[src/rtl/clk_div_multi.sv]
// Multi-channel programmable clock divider: per-channel tick pulse and square wave,
// runtime divisor writes that take effect on the next wrap. Optional PWM: CLKDIV_DUTY_EN.
module clk_div_multi #(
    parameter int          NUM_CH  = 4,
    parameter int          CH_W    = 2,
    parameter int          DIV_W   = 26,
    parameter int unsigned DEF_DIV = 33554432
) (
    input  logic              clk100MHz,
    input  logic              rst,
    input  logic              sync_clr,
    input  logic              wr_en,
    input  logic [CH_W-1:0]   wr_ch,
    input  logic [DIV_W-1:0]  wr_div,
`ifdef CLKDIV_DUTY_EN
    input  logic [DIV_W-1:0]  wr_duty,
`endif
    input  logic [CH_W-1:0]   rd_ch,
    output logic [DIV_W-1:0]  rd_div,
    output logic [NUM_CH-1:0] pending,
    output logic [NUM_CH-1:0] tick,
    output logic [NUM_CH-1:0] clk_out
`ifdef CLKDIV_DUTY_EN
    ,
    output logic [NUM_CH-1:0] pwm_out
`endif
);

    localparam logic [DIV_W-1:0] DEF_V = DIV_W'(DEF_DIV);

    logic [DIV_W-1:0]  r_cnt [NUM_CH];
    logic [DIV_W-1:0]  r_act [NUM_CH];
    logic [DIV_W-1:0]  r_shd [NUM_CH];
    logic [NUM_CH-1:0] r_pend, r_tick, r_clk;

    logic [DIV_W-1:0]  w_cnt_nxt [NUM_CH];
    logic [DIV_W-1:0]  w_act_nxt [NUM_CH];
    logic [DIV_W-1:0]  w_shd_nxt [NUM_CH];
    logic [NUM_CH-1:0] w_pend_nxt, w_tick_nxt, w_clk_nxt;
    logic [NUM_CH-1:0] w_wr, w_wrap, w_load_new;

`ifdef CLKDIV_DUTY_EN
    localparam logic [DIV_W-1:0] DEF_DUTY = DIV_W'(DEF_DIV / 2);
    logic [DIV_W-1:0]  r_act_duty [NUM_CH];
    logic [DIV_W-1:0]  r_shd_duty [NUM_CH];
    logic [DIV_W-1:0]  w_act_duty_nxt [NUM_CH];
    logic [DIV_W-1:0]  w_shd_duty_nxt [NUM_CH];
    logic [NUM_CH-1:0] r_pwm, w_pwm_nxt;
`endif

    always_comb begin
        for (int c = 0; c < NUM_CH; c++) begin
            w_wr[c]   = wr_en && (wr_ch == CH_W'(c));
            w_wrap[c] = (r_act[c] != '0) && (r_cnt[c] == r_act[c] - DIV_W'(1));
            // A write bypasses the shadow when the channel is idle or sits on its wrap edge.
            w_load_new[c] = w_wr[c] && ((r_act[c] == '0) || (w_wrap[c] && !sync_clr));

            w_cnt_nxt[c]  = r_cnt[c];
            w_act_nxt[c]  = r_act[c];
            w_shd_nxt[c]  = r_shd[c];
            w_pend_nxt[c] = r_pend[c];
            w_clk_nxt[c]  = r_clk[c];
            w_tick_nxt[c] = 1'b0;

            if (sync_clr) begin
                w_cnt_nxt[c] = '0;
                w_clk_nxt[c] = 1'b0;
            end else if (r_act[c] == '0) begin
                w_cnt_nxt[c] = '0;
            end else if (w_wrap[c]) begin
                w_cnt_nxt[c]  = '0;
                w_tick_nxt[c] = 1'b1;
                w_clk_nxt[c]  = ~r_clk[c];
                if (r_pend[c]) begin
                    w_act_nxt[c]  = r_shd[c];
                    w_pend_nxt[c] = 1'b0;
                end
            end else begin
                w_cnt_nxt[c] = r_cnt[c] + DIV_W'(1);
            end

            if (w_wr[c]) begin
                w_shd_nxt[c] = wr_div;
                if (w_load_new[c]) begin
                    w_act_nxt[c]  = wr_div;
                    w_pend_nxt[c] = 1'b0;
                end else begin
                    w_pend_nxt[c] = 1'b1;
                end
            end
        end
    end

`ifdef CLKDIV_DUTY_EN
    // Duty follows exactly the same shadow/activate path as the divisor.
    always_comb begin
        for (int c = 0; c < NUM_CH; c++) begin
            w_act_duty_nxt[c] = r_act_duty[c];
            w_shd_duty_nxt[c] = r_shd_duty[c];
            if (!sync_clr && w_wrap[c] && r_pend[c]) begin
                w_act_duty_nxt[c] = r_shd_duty[c];
            end
            if (w_wr[c]) begin
                w_shd_duty_nxt[c] = wr_duty;
                if (w_load_new[c]) begin
                    w_act_duty_nxt[c] = wr_duty;
                end
            end
            w_pwm_nxt[c] = (w_cnt_nxt[c] < w_act_duty_nxt[c]);
        end
    end
`endif

    always_ff @(posedge clk100MHz) begin
        if (rst) begin
            for (int c = 0; c < NUM_CH; c++) begin
                r_cnt[c] <= '0;
                r_act[c] <= DEF_V;
                r_shd[c] <= DEF_V;
`ifdef CLKDIV_DUTY_EN
                r_act_duty[c] <= DEF_DUTY;
                r_shd_duty[c] <= DEF_DUTY;
`endif
            end
            r_pend <= '0;
            r_tick <= '0;
            r_clk  <= '0;
`ifdef CLKDIV_DUTY_EN
            r_pwm  <= '0;
`endif
        end else begin
            r_cnt  <= w_cnt_nxt;
            r_act  <= w_act_nxt;
            r_shd  <= w_shd_nxt;
            r_pend <= w_pend_nxt;
            r_tick <= w_tick_nxt;
            r_clk  <= w_clk_nxt;
`ifdef CLKDIV_DUTY_EN
            r_act_duty <= w_act_duty_nxt;
            r_shd_duty <= w_shd_duty_nxt;
            r_pwm      <= w_pwm_nxt;
`endif
        end
    end

    // Unimplemented channel numbers read back as zero.
    always_comb begin
        rd_div = '0;
        for (int c = 0; c < NUM_CH; c++) begin
            if (rd_ch == CH_W'(c)) begin
                rd_div = r_act[c];
            end
        end
    end

    assign pending = r_pend;
    assign tick    = r_tick;
    assign clk_out = r_clk;
`ifdef CLKDIV_DUTY_EN
    assign pwm_out = r_pwm;
`endif

endmodule

[config.mk]
export PLATFORM = sky130hd
export DESIGN_NAME = clk_div_multi
export DESIGN_NICKNAME = d
export VERILOG_FILES = /design/src/rtl/clk_div_multi.sv
export SDC_FILE = /design/constraint.sdc
export NUM_CORES = 1
export LEC_CHECK = 0
export ABC_AREA = 0
export BUFFER_PORTS_ARGS = -buffer_cell sky130_fd_sc_hd__buf_4
export CORE_MARGIN = 3
export CORE_UTILIZATION = 35
export CTS_CLUSTER_DIAMETER = 150
export DETAILED_ROUTE_END_ITERATION = 10
export PLACE_DENSITY = 0.48
export SYNTH_ARGS = -nofsm -noshare
export SYNTH_HDL_FRONTEND = slang
export SYNTH_SLANG_ARGS = --single-unit
export TNS_END_PERCENT = 30
[constraint.sdc]
create_clock -name clk100MHz -period 5.45 [get_ports clk100MHz]
set_input_delay 1.09 -clock clk100MHz [delete_from_list [all_inputs] [get_ports clk100MHz]]
set_output_delay 1.09 -clock clk100MHz [all_outputs]
set_load 0.01 [all_outputs]
* After elaboration in Yosys (flattened, before gate mapping)
Index checks and enable logic that the tools add are counted.
** Cells by class
- Bitwise logic cells :: 8
- Equal/unequal tests :: 18
- Reductions and logical operators :: 52
- Muxes and demuxes :: 52
- Add/sub/neg operators :: 8
** Operators with widths (number)
- 26-bit two-way mux :: 28
- 26-bit by 1-bit adder with 26-bit output, second input constant :: 4
- 26-bit equality test :: 4
- 26-bit logical NOT :: 4
- 26-bit nonzero test :: 4
- 26-bit by 1-bit subtractor with 26-bit output, second input constant :: 4
- 1-bit two-way mux :: 24
- 1-bit logical AND :: 16
- 4-bit OR reduction :: 4
- 3-bit AND reduction :: 4
- 3-bit OR reduction :: 4
- 2-bit equality test, second input constant :: 4
- 2-bit by 1-bit inequality test with 1-bit output, second input constant :: 4
- 2-bit inequality test, second input constant :: 4
- 1-bit NOT :: 8
- 2-bit AND reduction :: 4
- 2-bit nonzero test :: 4
- 2-bit by 1-bit equality test with 1-bit output, second input constant :: 2
- 2-bit logical NOT :: 2
- 1-bit logical OR :: 4
- 2-bit OR reduction :: 1
- 1-bit logical NOT :: 1
** Storage, ports and cells
- Flip-flop bits (word level) :: 324
- Logic and storage cells :: 162

* Longest topological paths before layout
Gate-level depths: netlist (run 1).
- Depth in word-level cells :: 8
- Depth in mapped cells :: 15
- Depth with buffers taken out :: 11

* Worst setup path after synthesis (run 1)
No wires, ideal clock.
- Path type :: register to register
- Start point :: register r_act[55] in the netlist's numbering
- End point :: register r_clk[1] (netlist: clk_out[1])
- Library setup time :: 0.071 ns
- Arrival :: 3.969 ns
- Cell stages (with the launch flop) :: 14
- Path buffers :: 4
- Setup slack :: 1.411 ns
- Cells stage by stage :: dfxtp_1 buf_6 or4_4 buf_6 or4_4 buf_6 nor4_1 nor4_1 or4b_1 or4b_4 or3_1 buf_2 or3_1 a21oi_1
** Between the ends
- Longest elaborated chain between the ends :: 4
- Elaborated cells on any way between the ends :: 7
- Those cells by class :: add/sub (1); eq/ne (1); bitwise (1); reduce/logical (4)
** Ends and longest elaborated chain
- start: declaration :: line 32 : logic [DIV_W-1:0] r_act [NUM_CH];
- start signal: assignment :: line 133 : r_act <= w_act_nxt;
- 26-bit by 1-bit subtractor with 26-bit output :: line 54 : w_wrap[c] = (r_act[c] != '0) && (r_cnt[c] == r_act[c] - DIV_W'(1));
- 26-bit equality test :: line 54
- 1-bit logical AND :: line 54
- 2-bit AND reduction (no source line) *
- end signal: assignment :: line 137 : r_clk <= w_clk_nxt;
- end: declaration :: line 34 : logic [NUM_CH-1:0] r_pend, r_tick, r_clk;
Every way passes the cells marked *; elsewhere a longest branch is shown, timed or not.
A chain may end at the register's enable or synchronous reset.

* Worst setup path after layout (run 1)
- Start point :: register r_act[52] in the netlist's numbering
- End point :: register r_act[58] in the netlist's numbering
** Between the ends
- Longest elaborated chain between the ends :: 8
- Elaborated cells on any way between the ends :: 13
- Those cells by class :: add/sub (1); eq/ne (1); mux (5); reduce/logical (6)
** Ends and longest elaborated chain
- 26-bit by 1-bit subtractor with 26-bit output :: line 54
- 26-bit equality test :: line 54
- 1-bit logical AND :: line 54
- 26-bit two-way mux / 1-bit logical AND (equally long branches) :: line 70, 56
- 26-bit two-way mux / 1-bit logical OR (equally long branches) :: line 68, 56
- 26-bit two-way mux / 1-bit logical AND (equally long branches) :: line 65, 56
- 26-bit two-way mux :: line 84 : if (w_load_new[c]) begin
- 26-bit two-way mux * :: line 82 : if (w_wr[c]) begin
Marks and branches as above.

==> results.tsv, run 1 <==
metric	value	unit
status	complete, no violations	
yosysTopAreaCellShare	37.04	%
h-tree-depth	2	
grt_max_degree	94	
hold_class	flop to flop	
grt_usage	23.59	%
globalplace.congestion	0.8512	
wl_met1	29850	um
tns	0	ps
critical_path_class	flop to flop	
ys_ff_latch	324	
clock.fmax	219.6	MHz
vdd_drop_max	202.8	uV
post-cts-setup-buffers	0	
tritoncts	built	
endpoint_kind	flop	
period_needed	4553	ps
dr_wl_met2	27910	um
cts_made_buffers	39	
portBuffers	71	
final_area	19680	um^2
critPathSlowestCell	or4b_2	
dp_hpwl	44290	um
syn-cell-area	17510	um^2
cp_top_family	simple AND/OR/NAND/NOR gates	
clk_pin_slew	60	ps
die_width	229.7	um
syn_nets	2305	
clk_latency	580	ps
drt_iter0_drc	1523	
viasPerCell	5.612	
crit_arrival	5000	ps
synth.avg_cell_area	7.752	um^2
yosys_warnings	0	
via_count	16426	
synth_cells	2259	
synthToLayoutAreaGrowth	12.35	%
final.period_utilization	83.54	%
n_fill_cell	5029	
report.final.setup_viol	0	
ant_nets	0	
synth_edf_count	0	
grt_pass1_vias	15165	
final_hold_viol_count	0	
start_util	35.63	%
required	5900	ps
wl	63670	um
synthDistinctLibCells	74	
multi_input_area	10330	um^2
cts_max_path_buffers	3	
power_leakage	6.978	nW
final_util	40.03	%
seqCellArea	6486	um^2
path_common_cell	nand2_1	
ctsHoldBuffers	0	
cts_resized	0	
synthTopCellsByArea	dfxtp_1 (37%), nand2_1 (9.4%), xor2_1 (5.8%)	
slew_headroom	22.19	%
maxCapViolCount	0	
dr.pass1.iters	6	
dieArea	52750	um^2
tightest_slew	1167	ps
finalNetCount	2280	
crit_buf_inv	1	
power_density	267.9	nW/um^2
cpPeakStageDelay	650	ps
grt_pass1_wl	95970	um
worst-path-max-fanout	24	
drv_slew	0	
rsz0062_at_grt	no	
pin_count	72	
num_rows	81	
ys_seq_area_share	37.04	%
grt_overflow	0	
antenna_found_initial	2	
wl_met3	3854	um
synthArstFlopShare	0	%
crit_path_cell_trace	inv_1 > ha_1 > or4b_2 > nor4_2 > nand2_1 > xnor2_1 > or4b_1 > or4b_4 > nand2b_1 > nand2_1 > a21oi_1	
yosysTopAreaCell	dfxtp_1	
highest_layer	met5	
skew	28.06	ps
clock_sink_count	324	
drive_above_1_share	9.637	%
cts_root_buf	clkbuf_16	
core_area	49150	um^2
synth_flop_cell	dfxtp_1	
startpoint_type	flop	
placed_cell_area	18430	um^2
die_y	229.7	um
drc_errors	0	
wire_per_inst	21.75	um
## per-layer routing
metal  up-vias  global-route usage [%]
met5         -                       0
met3       107                   3.048
met4         2                   8.373
met1      7921                   33.77
li1       7872                       -
met2       524                   36.44
## registers in the layout, summed over array words and instances (netlist names)
register  flops
r_act       104
tick          4
pending       4
clk_out       4
r_cnt       104
r_shd       104
## power by group
group / switching, mW / total [mW] / internal, mW
registers: 0.0247 / 2.43 / 2.40
logic: 0.179 / 0.251 / 0.0727
clock network: 1.10 / 2.59 / 1.50
total: 1.30 / 5.27 / 3.97
## synth_stat cells, types with 13 or more instances
| master | count |
|---|---|
| nand2_1 | 437 |
| dfxtp_1 | 324 |
| nor2_1 | 195 |
| a21oi_1 | 170 |
| clkbuf_1 | 141 |
| o21ai_0 | 122 |
| xor2_1 | 116 |
| xnor2_1 | 95 |
| a31oi_1 | 85 |
| nand3_1 | 71 |
| nor3_1 | 50 |
| nor4_1 | 43 |
| or3_1 | 35 |
| nand4_1 | 34 |
| and3_1 | 27 |
| inv_1 | 27 |
| mux4_2 | 26 |
| or4_1 | 20 |
| nand2b_1 | 16 |
| nor2b_1 | 14 |
| or2_2 | 14 |
| nand3b_1 | 13 |
## path summary, 6_finish.rpt
check,startpoint,endpoint,slack (ps),depth (start not counted)
min,r_shd[93],r_shd[93],450,2
min reg2reg,r_shd[93],r_shd[93],450,2
max reg2reg,r_act[52],r_act[58],900,11
max,r_act[52],r_act[58],900,11
## cell type report
class / count / share of cell area (%)
timing repair buffer: 91 / 3.472
multi-input combinational: 1751 / 52.50
clock buffer: 52 / 5.520
antenna: 1 / 0.01272
sequential: 324 / 32.97
clock inverter: 17 / 0.7886
inverter: 27 / 0.5151
tap: 664 / 4.223
## metrics by stage
step	instances	worst slack (ps)	total power [mW]	hold WS, ps
5_1_grt	2926	584.9	5.429	471.7
4_1_cts	2926	898.3	5.324	454.7
6_report	2927	897.2	5.271	453.9
3_3_place_gp	2857	1069	2.722	441.5
2_1_floorplan	2259	1411	2.604	431.6
3_5_place_dp	2857	909.5	2.727	446.9
## cell families (layout without fill, tap and decap cells)
family                   count (synthesis)  after routing  share of synthesized area (%)
other                                    0              1                              0
AND/OR/NAND/NOR                       1036           1036                          28.32
multiplexers                            37             37                          3.980
XOR/XNOR                               211            211                          10.55
flip-flops                             324            324                          37.04
adder cells (fa/ha/maj)                 12             12                         0.8574
AO/OA/AOI/OAI                          455            455                          15.10
buffers and inverters                  184            187                          4.151
## cell usage in the layout (no fill, tap or decap), types with 71 or more instances in the layout
master,instances
dfxtp_1,324
xnor2_1,95
a31oi_1,85
nand3_1,71
a21oi_1,169
nor2_1,194
xor2_1,116
nand2_1,437
o21ai_0,122
buf_4,91
## worst reg2reg max path: cells and delay by family, from the launching register on
family / cells / cell delay (ps)
compound gates: 1 / 80
xor+xnor: 1 / 230
fa+ha+maj: 1 / 330
buf+inv: 1 / 100
simple gates: 7 / 3340
flops: 1 / 370
Power figures use the tool's default switching activity.
==> run 2: changes to the inputs <==
==> constraint.sdc (replaced) <==
create_clock -name clk100MHz -period 4.5 [get_ports clk100MHz]
set_input_delay 0.9 -clock clk100MHz [delete_from_list [all_inputs] [get_ports clk100MHz]]
set_output_delay 0.9 -clock clk100MHz [all_outputs]
set_load 0.01 [all_outputs]
==> run 2 against run 1 <==
Register-to-register slack worse by 530 ps. First-iteration DRC count is 0.46% lower. Final cell count is 1.3% higher. Setup slack worse by 530 ps. Worst hold slack better by 0.66 ps. Sequential share of layout area is 0.61 points lower. Critical endpoint is now r_cnt[71]. Combinational power is 21% higher. Largest cell class unchanged. Wire length is 1.0% higher. Global-route usage is 0.44 points higher.
==> results.tsv, run 2 (synthesized netlist as in run 1, its figures left out) <==
metric	value	unit	change
skew	22.72	ps	-5.340 ps
final.period_utilization	91.93	%	+8.4 points
ctsHoldBuffers	0		unchanged
drt_iter0_drc	1516		-0.46%
status	complete, no violations		
via_count	16551		+0.76%
largestRegisters	r_act: 104 flops, r_cnt: 104 flops, r_shd: 104 flops		
startpoint_type	flop		
critPathLaunch	r_act[54]		
wl	64320	um	+1.0%
cts_max_path_buffers	3		unchanged
met3_usage	3.283	%	+0.24 points
dp_slack	293.2	ps	-616.3 ps
rsz0062_at_grt	no		
grt_pass1_wl	97840	um	+2.0%
core_area	49150	um^2	unchanged
n_fill_cell	5028		-0.020%
num_rows	81		unchanged
cts_made_buffers	39		unchanged
clk_pin_slew	60	ps	about the same
met2_usage	37.29	%	+0.85 points
wire_per_inst	21.70	um	-0.25%
dp_hpwl	45730	um	+3.2%
final_cell_mix	nand2_1 (437), dfxtp_1 (324), nor2_1 (194)		
grt_max_degree	61		-35%
finalNetCount	2317		+1.6%
timing.hold.ws	454.5	ps	+0.6600 ps
h-tree-depth	2		unchanged
maxCapViolCount	0		unchanged
die_y	229.7	um	unchanged
crit_arrival	4580	ps	-420 ps
endpoint_kind	flop		
vdd_drop_max	209.7	uV	+3.4%
viasPerCell	5.584		-0.50%
die_width	229.7	um	unchanged
worstReg2RegStart	r_act[54]		
slew_headroom	20.04	%	-2.2 points
critical_path_class	flop to flop		
grt_pass1_vias	15367		+1.3%
dr.pass1.iters	6		unchanged
p_total	6.533	mW	+24%
start_util	35.63	%	unchanged
period_needed	4137	ps	-415.8 ps
synthToLayoutAreaGrowth	14.46	%	
power_leakage	7.205	nW	+3.2%
tightest_slew	1199	ps	+32.31 ps
pin_count	72		unchanged
clk_latency	580	ps	about the same
grt_usage	24.03	%	+0.44 points
clock.fmax	241.7	MHz	+10%
cpPeakStageDelay	630	ps	-20 ps
grt_overflow	0		unchanged
crit_path_cell_trace	or4_4 > or4_4 > nor4_1 > nor4_1 > or4b_1 > or4b_4 > or3_1 > nand2_1 > buf_4 > nor2_1		
min_from	r_shd[102]		
tns	0	ps	unchanged
drive_above_1_share	10.87	%	+1.2 points
required	4940	ps	-960 ps
ant_nets	0		unchanged
antenna_found_initial	6		+4
tritoncts	built		
fin_ws	363.0	ps	-534.2 ps
clock_sink_count	324		unchanged
grt_use_met1	34.04	%	+0.27 points
final_hold_viol_count	0		unchanged
cts_root_buf	clkbuf_16		
drv_slew	0		unchanged
grt_most_used_layer	met2		
portBuffers	71		unchanged
globalplace.congestion	0.8755		+2.9%
worst-path-max-fanout	25		+4.2%
hold_class	flop to flop		
diodes	0		-1
report.final.setup_viol	0		unchanged
drc_errors	0		unchanged
cts_resized	0		unchanged
critPathSlowestCell	or4_4		
power_density	326.0	nW/um^2	+22%
dieArea	52750	um^2	unchanged
layout_commonest_cell	nand2_1		
## run 2: metrics by stage
stage	utilization, %	instance area, um^2	instances
after floorplan	-	17510	2259
after global placement	38.04	18700	2891
after detailed placement	38.04	18700	2891
after CTS	40.73	20020	2961
after global routing	40.78	20040	2964
final	40.78	20040	2964
## run 2: layout make-up
cell class | count | area, um^2 | share of cell area (%)
multi-input combinational | 1751 | 10330 | 51.54
inverter | 27 | 101.3 | 0.5056
clock buffer | 64 | 1202 | 5.999
tap | 664 | 830.8 | 4.145
sequential | 324 | 6486 | 32.36
timing repair buffer | 128 | 973.4 | 4.856
clock inverter | 6 | 120.1 | 0.5993
## run 2: path summary, 6_finish.rpt
kind / slack, ps / cells past startpoint / to
setup / recovery: 360 / 10 / r_cnt[71]
hold / removal: 450 / 2 / r_shd[102]
setup reg to reg: 360 / 10 / r_cnt[71]
hold reg to reg: 450 / 2 / r_shd[102]
## run 2: power breakdown
| group | internal [mW] | switching [mW] | leakage, nW |
|---|---|---|---|
| Sequential | 2.91 | 0.0302 | 2.62 |
| Combinational | 0.0893 | 0.214 | 3.94 |
| Clock | 2.00 | 1.29 | 0.646 |
## run 2: layer usage
metal | part of all wire [%] | up-vias
li1 | - | 7939
met1 | 47 | 8008
met2 | 44 | 493
met3 | 5.6 | 107
met4 | 3.6 | 4
met5 | 0.036 | -
## run 2: critical path: cells and delay by family, from the launching register on
| kind | cells | cell delay, ps |
|---|---|---|
| buffers and inverters | 1 | 270 |
| AND/OR/NAND/NOR | 9 | 3320 |
| flip-flops | 1 | 400 |
## run 2: repair_timing
action / CTS / global route
endpoints found under the setup margin: 0 / 20
buffers inserted: 0 / 3
endpoints found under the hold margin: 0 / 0
==> run 3: changes to the inputs <==
--- a/config.mk
+++ b/config.mk
@@ -12,6 +12,7 @@
 export CTS_CLUSTER_DIAMETER = 150
 export DETAILED_ROUTE_END_ITERATION = 10
 export PLACE_DENSITY = 0.48
+export SLEW_MARGIN = 20
 export SYNTH_ARGS = -nofsm -noshare
 export SYNTH_HDL_FRONTEND = slang
 export SYNTH_SLANG_ARGS = --single-unit
==> constraint.sdc (replaced) <==
create_clock -name clk100MHz -period 4.3 [get_ports clk100MHz]
set_input_delay 0.86 -clock clk100MHz [delete_from_list [all_inputs] [get_ports clk100MHz]]
set_output_delay 0.86 -clock clk100MHz [all_outputs]
set_load 0.05 [all_outputs]
==> run 3 against run 2 <==
Register-to-register slack worse by 90 ps. Combinational power up 8.6%. Setup slack worse by 95 ps. Sequential cell count unchanged. First-iteration DRC count up 0.92%. Sequential power up 4%. Via count up 0.28%. Clock skew down 0.67 ps. Largest power group unchanged. Critical path type unchanged. Critical endpoint is now clk_out[1]. Die area unchanged.
==> results.tsv, run 3 (synthesized netlist as in run 1, its figures left out) <==
metric	value	unit	change
status	complete, no violations		
num_rows	81		unchanged
tritoncts	built		
clk_pin_slew	60	ps	about the same
met2_usage	36.98	%	-0.31 points
cts_max_path_buffers	3		unchanged
finalNetCount	2324		+0.30%
clk_latency	580	ps	about the same
ant_nets	0		unchanged
clock.fmax	248.0	MHz	+2.6%
final_area	20220	um^2	+0.87%
die_y	229.7	um	unchanged
layout_commonest_cell	nand2_1		
slew_headroom	40.47	%	+20 points
h-tree-depth	2		unchanged
critPathLaunch	r_act[62]		
pin_count	72		unchanged
crit_arrival	4520	ps	-60 ps
final_hold_viol_count	0		unchanged
dp_hpwl	45550	um	-0.38%
core_area	49150	um^2	unchanged
grt_pass1_wl	98130	um	+0.30%
grt_usage	24.10	%	+0.073 points
vdd_drop_max	282.6	uV	+35%
wire_per_inst	21.67	um	-0.12%
final.period_utilization	93.76	%	+1.8 points
drive_above_1_share	11.79	%	+0.92 points
period_needed	4032	ps	-105.2 ps
tns	0	ps	unchanged
power_density	348.1	nW/um^2	+6.8%
largestRegisters	r_act: 104 flops, r_cnt: 104 flops, r_shd: 104 flops		
cts_made_buffers	39		unchanged
rsz0062_at_grt	no		
p_total	7.037	mW	+7.7%
worst-path-max-fanout	12		-52%
hold_class	flop to flop		
antenna_found_initial	4		-2
dr.pass1.iters	5		-1
skew	22.05	ps	-0.6665 ps
globalplace.congestion	0.8724		-0.35%
worstReg2RegStart	r_act[62]		
dieArea	52750	um^2	unchanged
critical_path_class	flop to flop		
grt_max_degree	61		unchanged
post-cts-setup-buffers	0		unchanged
grt_use_met1	34.42	%	+0.38 points
met3_usage	4.039	%	+0.76 points
die_width	229.7	um	unchanged
endpoint_kind	flop		
grt_overflow	0		unchanged
cts_root_buf	clkbuf_16		
drt_iter0_drc	1530		+0.92%
final_cell_mix	nand2_1 (437), dfxtp_1 (324), nor2_1 (194)		
drv_slew	0		unchanged
wl	64410	um	+0.15%
min_from	r_shd[42]		
maxCapViolCount	0		unchanged
portBuffers	71		unchanged
grt_most_used_layer	met2		
viasPerCell	5.585		about the same
placed_cell_area	18800	um^2	+0.54%
ctsHoldBuffers	0		unchanged
synthToLayoutAreaGrowth	15.45	%	
tightest_slew	893.0	ps	-306.5 ps
startpoint_type	flop		
grt_pass1_vias	15503		+0.89%
report.final.setup_viol	0		unchanged
clock_sink_count	324		unchanged
power_leakage	7.310	nW	+1.5%
drc_errors	0		unchanged
via_count	16598		+0.28%
start_util	35.63	%	unchanged
required	4790	ps	-150 ps
-- run 3: changes by cell type in the layout (fill, tap and decap cells not counted), sizes merged --
cell | before | now
diode | 0 | 1
clkbuf | 64 | 51
bufinv | 3 | 6
clkinv | 2 | 11
inv | 28 | 29
buf | 128 | 135
-- run 3: cell type report --
type	instances	area, um^2
Fill cell	5024	28940
Multi-Input combinational cell	1751	10340
Sequential cell	324	6486
Clock buffer	51	1142
Timing Repair Buffer	135	1055
Tap cell	664	830.8
Clock inverter	19	264.0
Inverter	27	101.3
Antenna cell	1	2.502
-- run 3: worst paths after layout --
check	end	slack, ps	cells past startpoint
max	clk_out[1]	270	9
max reg2reg	clk_out[1]	270	9
min reg2reg	r_shd[42]	460	2
min	r_shd[42]	460	2
-- run 3: what timing repair did --
action | in CTS | in global routing
resized for setup | 0 | 2
endpoints found under the hold margin | 0 | 0
setup endpoints to repair | 0 | 26
-- run 3: through the flow --
stage                     setup WS [ps]  instances  util [%]  hold WS (ps)
after global placement            319.7       2901     38.25         441.6
after CTS                         192.6       2971     41.11         454.7
after global routing              31.40       2971     41.13         465.8
after detailed placement          207.1       2901     38.25         446.9
final                             268.1       2972     41.13         455.3
after floorplan                   260.6       2259         -         431.6
-- run 3: power by group --
part	internal (mW)	total (mW)	switching (mW)
logic	0.0960	0.329	0.233
registers	3.04	3.07	0.0308
clock network	2.23	3.64	1.40
-- run 3: per-layer routing --
metal	part of all wire (%)	wire, um	vias up
met5	0.028	18	-
met4	3.3	2094	2
met3	6.4	4099	102
met2	44	28190	511
met1	47	30010	8022
li1	-	-	7961
-- run 3: worst max-delay path: stages, from the launching register on --
cell	delay [ps]
dfxtp_1	310
or4_4	580
or4_4	650
nor4_1	260
nor4_1	110
or4b_1	550
or4b_4	560
or3_1	460
or3_1	330
a21oi_1	140
